==> src/rtl/aes_xts_sector_sequencer.sv <==
// Sector sequencer between the host register interface and the AES-XTS block engine.
// It walks one data unit through the engine block by block and adds a ciphertext-stealing pass for a partial tail.
module aes_xts_sector_sequencer #(
  parameter int LEN_W         = 13,
  parameter int MAX_LEN_BYTES = 4096,
  parameter int CNT_W         = 9
) (
  input  logic             inClk,
  input  logic             inRst,
  input  logic             inAesMode,
  input  logic             inKeyWr,
  input  logic             inTweakWr,
  input  logic             inStart,
  input  logic [LEN_W-1:0] inLenBytes,
  input  logic             inAbort,
  input  logic             inDataValid,
  input  logic             inEngBusy,
  input  logic             inEngKeysReady,
  output logic             outDataReady,
  output logic             outEngAesMode,
  output logic             outEngKeyWr,
  output logic             outEngTweakWr,
  output logic             outEngDataWr,
  output logic             outEngStealWr,
  output logic [CNT_W-1:0] outEngBlockNr,
  output logic             outEngBlockBeforeLast,
  output logic             outEngLastBlock,
  output logic [3:0]       outTailBytes,
  output logic             outBusy,
  output logic             outDone,
  output logic             outError
);

  typedef enum logic [2:0] {
    S_IDLE, S_WAIT_KEYS, S_READY, S_ISSUE, S_WAIT_HI, S_WAIT_LO, S_STEAL, S_DONE
  } state_t;

  state_t           state_q, state_d;
  logic             mode_q, mode_d;
  logic [CNT_W-1:0] idx_q, idx_d;
  logic [CNT_W-1:0] nblk_q, nblk_d;
  logic [3:0]       tail_q, tail_d;
  logic             steal_q, steal_d;
  logic             last_q, last_d;
  logic             err_q, err_d;

  logic             len_ok;
  logic [CNT_W-1:0] nblk_calc;
  logic             kill;
  logic             strobe_ok;
  logic             is_last_idx;
  logic             is_before_last_idx;

  assign len_ok    = (inLenBytes >= LEN_W'(16)) && (inLenBytes <= LEN_W'(MAX_LEN_BYTES));
  assign nblk_calc = CNT_W'(inLenBytes >> 4) + CNT_W'(|inLenBytes[3:0]);

  // Abort only matters mid-sector; it and reset both silence every strobe in their cycle.
  assign kill      = inAbort && (state_q != S_IDLE);
  assign strobe_ok = !inRst && !kill;

  assign is_last_idx        = (idx_q == nblk_q - CNT_W'(1));
  assign is_before_last_idx = (idx_q == nblk_q - CNT_W'(2));

  always_comb begin
    state_d = state_q;
    mode_d  = mode_q;
    idx_d   = idx_q;
    nblk_d  = nblk_q;
    tail_d  = tail_q;
    steal_d = steal_q;
    last_d  = last_q;
    err_d   = 1'b0;
    if (kill) begin
      state_d = S_IDLE;
      idx_d   = '0;
      nblk_d  = '0;
      tail_d  = '0;
      steal_d = 1'b0;
      last_d  = 1'b0;
    end else begin
      if (inStart && (state_q != S_IDLE)) err_d = 1'b1;
      case (state_q)
        S_IDLE: begin
          if (inStart) begin
            if (len_ok) begin
              state_d = S_WAIT_KEYS;
              mode_d  = inAesMode;
              nblk_d  = nblk_calc;
              tail_d  = inLenBytes[3:0];
              idx_d   = '0;
              steal_d = 1'b0;
              last_d  = 1'b0;
            end else begin
              err_d = 1'b1;
            end
          end
        end
        S_WAIT_KEYS: if (inEngKeysReady) state_d = S_READY;
        S_READY:     if (outDataReady && inDataValid) state_d = S_ISSUE;
        S_ISSUE: begin
          // idx parks on the final block; last_q records that it has gone out.
          if (is_last_idx) last_d = 1'b1;
          else             idx_d  = idx_q + CNT_W'(1);
          state_d = S_WAIT_HI;
        end
        S_WAIT_HI:   if (inEngBusy) state_d = S_WAIT_LO;
        S_WAIT_LO: begin
          if (!inEngBusy) begin
            if (!last_q)                         state_d = S_READY;
            else if ((tail_q != 4'd0) && !steal_q) state_d = S_STEAL;
            else                                 state_d = S_DONE;
          end
        end
        S_STEAL: begin
          steal_d = 1'b1;
          state_d = S_WAIT_HI;
        end
        S_DONE:  state_d = S_IDLE;
        default: state_d = S_IDLE;
      endcase
    end
  end

  always_ff @(posedge inClk) begin
    if (inRst) begin
      state_q <= S_IDLE;
      mode_q  <= 1'b0;
      idx_q   <= '0;
      nblk_q  <= '0;
      tail_q  <= '0;
      steal_q <= 1'b0;
      last_q  <= 1'b0;
      err_q   <= 1'b0;
    end else begin
      state_q <= state_d;
      mode_q  <= mode_d;
      idx_q   <= idx_d;
      nblk_q  <= nblk_d;
      tail_q  <= tail_d;
      steal_q <= steal_d;
      last_q  <= last_d;
      err_q   <= err_d;
    end
  end

  always_comb begin
    outBusy       = (state_q != S_IDLE);
    outEngAesMode = outBusy ? mode_q : inAesMode;
    outEngKeyWr   = inKeyWr && (state_q == S_IDLE) && !inRst;
    outEngTweakWr = inTweakWr && strobe_ok &&
                    ((state_q == S_IDLE) || (state_q == S_WAIT_KEYS) ||
                     ((state_q == S_READY) && (idx_q == '0) && !last_q));
    outDataReady  = (state_q == S_READY) && inEngKeysReady && !inEngBusy && strobe_ok;
    outEngDataWr  = (state_q == S_ISSUE) && strobe_ok;
    outEngStealWr = (state_q == S_STEAL) && strobe_ok;
    outEngBlockNr = idx_q;
    outEngLastBlock       = outEngDataWr && is_last_idx;
    outEngBlockBeforeLast = outEngDataWr && (tail_q != 4'd0) && is_before_last_idx;
    outTailBytes  = tail_q;
    outDone       = (state_q == S_DONE) && strobe_ok;
    outError      = err_q;
  end

endmodule

==> config.mk <==
export PLATFORM = sky130hd
export DESIGN_NAME = aes_xts_sector_sequencer
export DESIGN_NICKNAME = d
export VERILOG_FILES = /design/src/rtl/aes_xts_sector_sequencer.sv
export SDC_FILE = /design/constraint.sdc
export NUM_CORES = 1
export LEC_CHECK = 0
export BUFFER_PORTS_ARGS = -buffer_cell sky130_fd_sc_hd__buf_2
export CAP_MARGIN = 20
export CELL_PAD_IN_SITES_DETAIL_PLACEMENT = 1
export CELL_PAD_IN_SITES_GLOBAL_PLACEMENT = 1
export CORE_UTILIZATION = 40
export CTS_BUF_LIST = sky130_fd_sc_hd__clkbuf_8
export CTS_CLUSTER_SIZE = 14
export DETAILED_ROUTE_END_ITERATION = 12
export PLACE_DENSITY_LB_ADDON = 0.1
export SETUP_SLACK_MARGIN = 0.05
export SLEW_MARGIN = 15
export SYNTH_ARGS = -nofsm -noshare
export SYNTH_HDL_FRONTEND = slang
export SYNTH_SLANG_ARGS = --single-unit
==> constraint.sdc <==
create_clock -name inClk -period 4.6 [get_ports inClk]
set_clock_uncertainty 0.15 [all_clocks]
set_input_delay 1.38 -clock inClk [delete_from_list [all_inputs] [get_ports inClk]]
set_output_delay 1.38 -clock inClk [all_outputs]
set_load 0.02 [all_outputs]
# --- After elaboration in Yosys (flattened, before gate mapping) ---
# Index checks and enable logic that the tools add are counted.
classes:
  muxes: 23
  magnitude_cmp: 2
  bitwise: 1
  addsub: 4
  reduce_logical: 43
  n_eq_ne: 17
ops:
  columns: ["cell", "n"]
  rows:
  - ["$mux W9", 3]
  - ["$logic_and A1 B1 Y1", 21]
  - ["$mux W3", 7]
  - ["$pmux W3 S7", 1]
  - ["$eq A9 B9 Y1", 2]
  - ["$pmux W9 S2", 1]
  - ["$ne A2 B2 Y1 const B", 8]
  - ["$ge A13 B5 Y1 const B", 1]
  - ["$le A13 B13 Y1 const B", 1]
  - ["$eq A3 B3 Y1 const B", 4]
  - ["$reduce_and A4 Y1", 3]
  - ["$add A9 B1 Y9", 1]
  - ["$add A9 B1 Y9 const B", 1]
  - ["$logic_not A9 Y1", 1]
  - ["$mux W1", 9]
  - ["$sub A9 B1 Y9 const B", 1]
  - ["$sub A9 B2 Y9 const B", 1]
  - ["$eq A3 B2 Y1 const B", 2]
  - ["$reduce_and A3 Y1", 2]
  - ["$reduce_and A6 Y1", 1]
  - ["$logic_not A1 Y1", 5]
  - ["$pmux W1 S2", 2]
  - ["$reduce_bool A2 Y1", 2]
  - ["$reduce_bool A4 Y1", 1]
  - ["7 further kinds", 9]
totals:
  word_cells: 98
  reg_bits: 29
  in_bits: 23

# --- Longest topological paths before layout ---
depth:
  ltp_word: 8
  mapped_depth: 9
  depth_no_buf: 9

# --- Worst setup path after synthesis ---
# OpenSTA, ideal clock, no wires.
synth_timing:
  path_type: "input port to output port"
  startpoint: "input inAbort"
  endpoint: "output outEngBlockBeforeLast"
  path_buffers: 0
  t_arrival_ps: 2817
  t_required_ps: 3070
  path_slack_ps: 253
  stages: 3
  cell_sequence: "a21oi_1 > nand2_1 > a2111oi_0"
synth_via:
  elab_chain_len: 6
synth_rtl:
  columns: ["element", "line", "source"]
  rows:
  - ["start, declared", "15", "input logic inAbort,"]
  - ["$logic_and A1 B1 Y1", "58", "assign kill = inAbort && (state_q != S_IDLE);"]
  - ["$logic_not A1 Y1", "59", "assign strobe_ok = !inRst && !kill;"]
  - ["$logic_and A1 B1 Y1", "59", null]
  - ["$logic_and A1 B1 Y1", "154", "outEngDataWr = (state_q == S_ISSUE) && strobe_ok;"]
  - ["$logic_and A1 B1 Y1 (2 in a row)", "158", "outEngBlockBeforeLast = outEngDataWr && (tail_q != 4'd0) && is_before_last_idx;"]
  - ["end, declared", "26", "output logic outEngBlockBeforeLast,"]
# No other way between the ends.

# --- Worst setup path in the final report ---
layout_timing:
  startpoint: "register nblk_q[2]"
  endpoint: "output outEngLastBlock"
layout_via:
  elab_chain_len: 3
layout_rtl:
  columns: ["element", "line", "source"]
  rows:
  - ["start, declared", "41", "logic [CNT_W-1:0] nblk_q, nblk_d;"]
  - ["start signal, assigned", "138", "nblk_q <= nblk_d;"]
  - ["$sub A9 B1 Y9", "61", "assign is_last_idx = (idx_q == nblk_q - CNT_W'(1));"]
  - ["$eq A9 B9 Y1", "61", null]
  - ["$logic_and A1 B1 Y1", "157", "outEngLastBlock = outEngDataWr && is_last_idx;"]
  - ["end, declared", "27", "output logic outEngLastBlock,"]
# No other way between the ends.

==> summary.md <==
| Metric | Value |
|---|---|
| Result of the run | finished, final reports clean |
| Port bufs | 46 |
| Net count after synthesis | 304 |
| Critical path capture point type | output port |
| CTS H-tree lvls | 2 |
| Min cycle time layout | 4.36 ns |
| Register-to-Register Setup Slack | 1.30 ns |
| Classification of the worst setup path | register to output port |
| Synth top area share | 28.0% |
| Pre-Repair DR Iteration Count | 4 |
| Number of enable flip-flop cells after synthesis | 0 |
| Largest fanout on the critical path | 7 |
| Most instantiated library cell after synthesis | sky130_fd_sc_hd__nand2_1 |
| Register area share after synthesis | 28.0% |
| Unrepaired setup endpoints after global routing | no |
| Cell Rows | 25 |
| Setup TNS | 0 ns |
| Die extent in x | 74.0 µm |
| Final core area utilization | 50.5% |
| Pins over their slew limit | 0 |
| Dpl hpwl | 4.53 mm |
| Part of the power in combinational logic | 32.1% |
| Per-cell via count in the routed design | 5.57 |
| Post-Syn Area per Cell | 7.57 µm² |
| Cell Area, Synth | 0.00207 mm² |
| Clock tree from TritonCTS | yes |
| Final period utilization | 94.9% |
| Final Hold Viols | 0 |
| Total power after layout | 743 µW |
| Number of top-level pins | 47 |
| Initial standard-cell utilization of the core | 42.8% |
| Required time of the critical path | 3.07 ns |
| Area of the placeable core | 0.00485 mm² |
| Detail-routed net length per standard cell | 15.9 µm |
| Die ar. | 0.00548 mm² |
| Number of nets still failing antenna checks after routing | 0 |
| Gate Count Post-Synth | 274 |
| Leak pwr | 0.000957 µW |
| Worst slew slack as a fraction of its limit | 62.5% |
| IR drop worst, VDD | 0.156 mV |
| Iteration-0 DRC Markers | 129 |
| Top cell type by total area after synthesis | sky130_fd_sc_hd__dfxtp_1 |
| Total routing resource utilization after global routing | 24.0% |
| FFs w/ async S/R, synth | 0% |
| Via count | 2,106 |
| Area delta synth->final | 18.1% |
| Worst Tran Pin Value | 0.557 ns |
| RD Place Congestion | 0.814 |
| Top cell types by occurrence after synthesis | 36 x sky130_fd_sc_hd__nand2_1, 29 x sky130_fd_sc_hd__dfxtp_1, 17 x sky130_fd_sc_hd__nor2_1 |
| Pin count of the biggest net entering global routing | 22 |
| Clock power share | 28.5% |
| Endpoint arrival time on the critical path | 2.83 ns |
| Seq cells post-synth | 29 |
| Clock slew at the register clock pins of the worst setup and hold paths | 0.06 ns |
| Clock latency at the later pin of the worst-skew pair | 0.28 ns |
| Prevailing post-synth register cell | sky130_fd_sc_hd__dfxtp_1 |
| Final WL | 5.99 mm |
| Remaining Overflow, GRT | 0 |
| Final-layout worst hold slack | 0.309 ns |
| Count of endpoints failing setup in the final report | 0 |
| Category of the worst setup path launch point | register |
| Ant diodes | 0 |
| Share of final-layout standard cells stronger than drive strength 1 | 21.2% |
| Number of antenna violations at the first check in global routing | 0 |
| # fillers | 629 |
| Total CTS buffers | 5 |
| Library cell used as clock root buffer | sky130_fd_sc_hd__clkbuf_8 |
| Switching power | 257 µW |
| # nets final | 341 |
| First-pass GRT wire length | 9.96 mm |
| Max capacitance violation total | 0 |
| Sw Share | 34.6% |
| Kind of path behind the tightest hold check | register to register |
| Total DRC errors in the routed layout | 0 |
| Y dimension of the die | 74.0 µm |
| Total of warnings raised by yosys | 0 |
| Reg power frac | 39.4% |
| Number of setup buffers added after CTS | 0 |
| Fmax | 229 MHz |
| Synth unique cells | 46 |
| Number of clock sinks | 29 |
| Leading cell types by total area after synthesis | sky130_fd_sc_hd__dfxtp_1 28%, sky130_fd_sc_hd__nand2_1 6.5%, sky130_fd_sc_hd__xnor2_1 6.3% |
| Vias in the first global route | 2,053 |
| Cell-internal power | 486 µW |
| Total power divided by cell area | 303 mW/mm² |
| Maximum buffer depth of the clock tree | 2 |
==> flip-flops by register name, summed over array words and instances, names as in the netlist <==
signal,count
last_q,1
mode_q,1
nblk_q,9
outEngBlockNr,9
outError,1
outTailBytes,4
state_q,3
steal_q,1
==> metrics by stage <==
stage / area (µm²) / worst slack [ns] / instances
4_1_cts: 2420 / 0.0753 / 378
2_1_floorplan: 2070 / 0.253 / 274
3_3_place_gp: 2330 / 0.442 / 371
5_1_grt: 2450 / 0.0869 / 378
3_5_place_dp: 2330 / 0.375 / 371
6_report: 2450 / 0.236 / 378
==> layout by cell type, fill, tap and decap left out, types with 8 or more instances in the layout <==
cell type / netlist / routed
sky130_fd_sc_hd__buf_2: 5 / 45
sky130_fd_sc_hd__a21oi_1: 16 / 16
sky130_fd_sc_hd__xor2_1: 10 / 10
sky130_fd_sc_hd__nand2_1: 36 / 36
sky130_fd_sc_hd__inv_1: 12 / 12
sky130_fd_sc_hd__nand3_1: 12 / 12
sky130_fd_sc_hd__a31oi_1: 11 / 11
sky130_fd_sc_hd__nor4_1: 8 / 8
sky130_fd_sc_hd__nor2_1: 17 / 16
sky130_fd_sc_hd__dfxtp_1: 29 / 29
sky130_fd_sc_hd__nor3_1: 10 / 10
sky130_fd_sc_hd__xnor2_1: 15 / 15
==> power groups by stage <==
stage / Combinational (µW) / Sequential, µW / Clock, µW
2_1_floorplan: 175 / 290 / 0
3_3_place_gp: 227 / 297 / 0
3_5_place_dp: 231 / 298 / 0
4_1_cts: 232 / 292 / 219
5_1_grt: 269 / 296 / 230
6_report: 238 / 293 / 212
==> cell families (layout without fill, tap and decap cells) <==
family,Yosys count,after routing,synth area share (%)
adder cells (fa/ha/maj),7,7,4.22
flip-flops,29,29,28.0
AND/OR/NAND/NOR,118,118,29.7
buffers and inverters,31,68,6.27
XOR/XNOR,25,25,10.6
AO/OA/AOI/OAI,61,61,19.7
multiplexers,3,3,1.51
==> critical path: stages (launching register included) <==
cell and delay, ns:
sky130_fd_sc_hd__dfxtp_1 0.36, sky130_fd_sc_hd__inv_1 0.16, sky130_fd_sc_hd__ha_4 0.17, sky130_fd_sc_hd__or3b_4 0.40, sky130_fd_sc_hd__o21a_1 0.21, sky130_fd_sc_hd__or4_1 0.50, sky130_fd_sc_hd__a2111o_1 0.46, sky130_fd_sc_hd__nor2_2 0.13
sky130_fd_sc_hd__buf_4 0.16
==> final timing paths <==
| check | from | to | depth (start not counted) |
|---|---|---|---|
| max | nblk_q[2] | outEngLastBlock | 8 |
| min reg2reg | mode_q | mode_q | 2 |
| max reg2reg | nblk_q[2] | outEngBlockNr[0] | 9 |
| min | mode_q | mode_q | 2 |
==> final cells by class <==
type	instances	area (µm²)	share of cell area, %
clock buffers	6	82.6	3.37
clock inverters	1	3.75	0.153
inverters	12	45.0	1.84
multi-input cells	214	1400	57.1
flip-flops and latches	29	581	23.7
well taps	67	83.8	3.42
repair buffers	49	255	10.4
==> timing repair <==
action                     4_1_cts  5_1_grt
resized for setup                0        8
setup endpoints to repair        0        1
hold buffers                     0        0
==> per-layer routing <==
layer	global-route usage, %	up-vias	share of wire, %
met5	0	-	0
met4	6.84	0	1.0
met3	4.47	7	5.6
met2	38.6	60	46
met1	32.9	984	48
li1	-	1055	-
(Power assumes the default switching activity.)
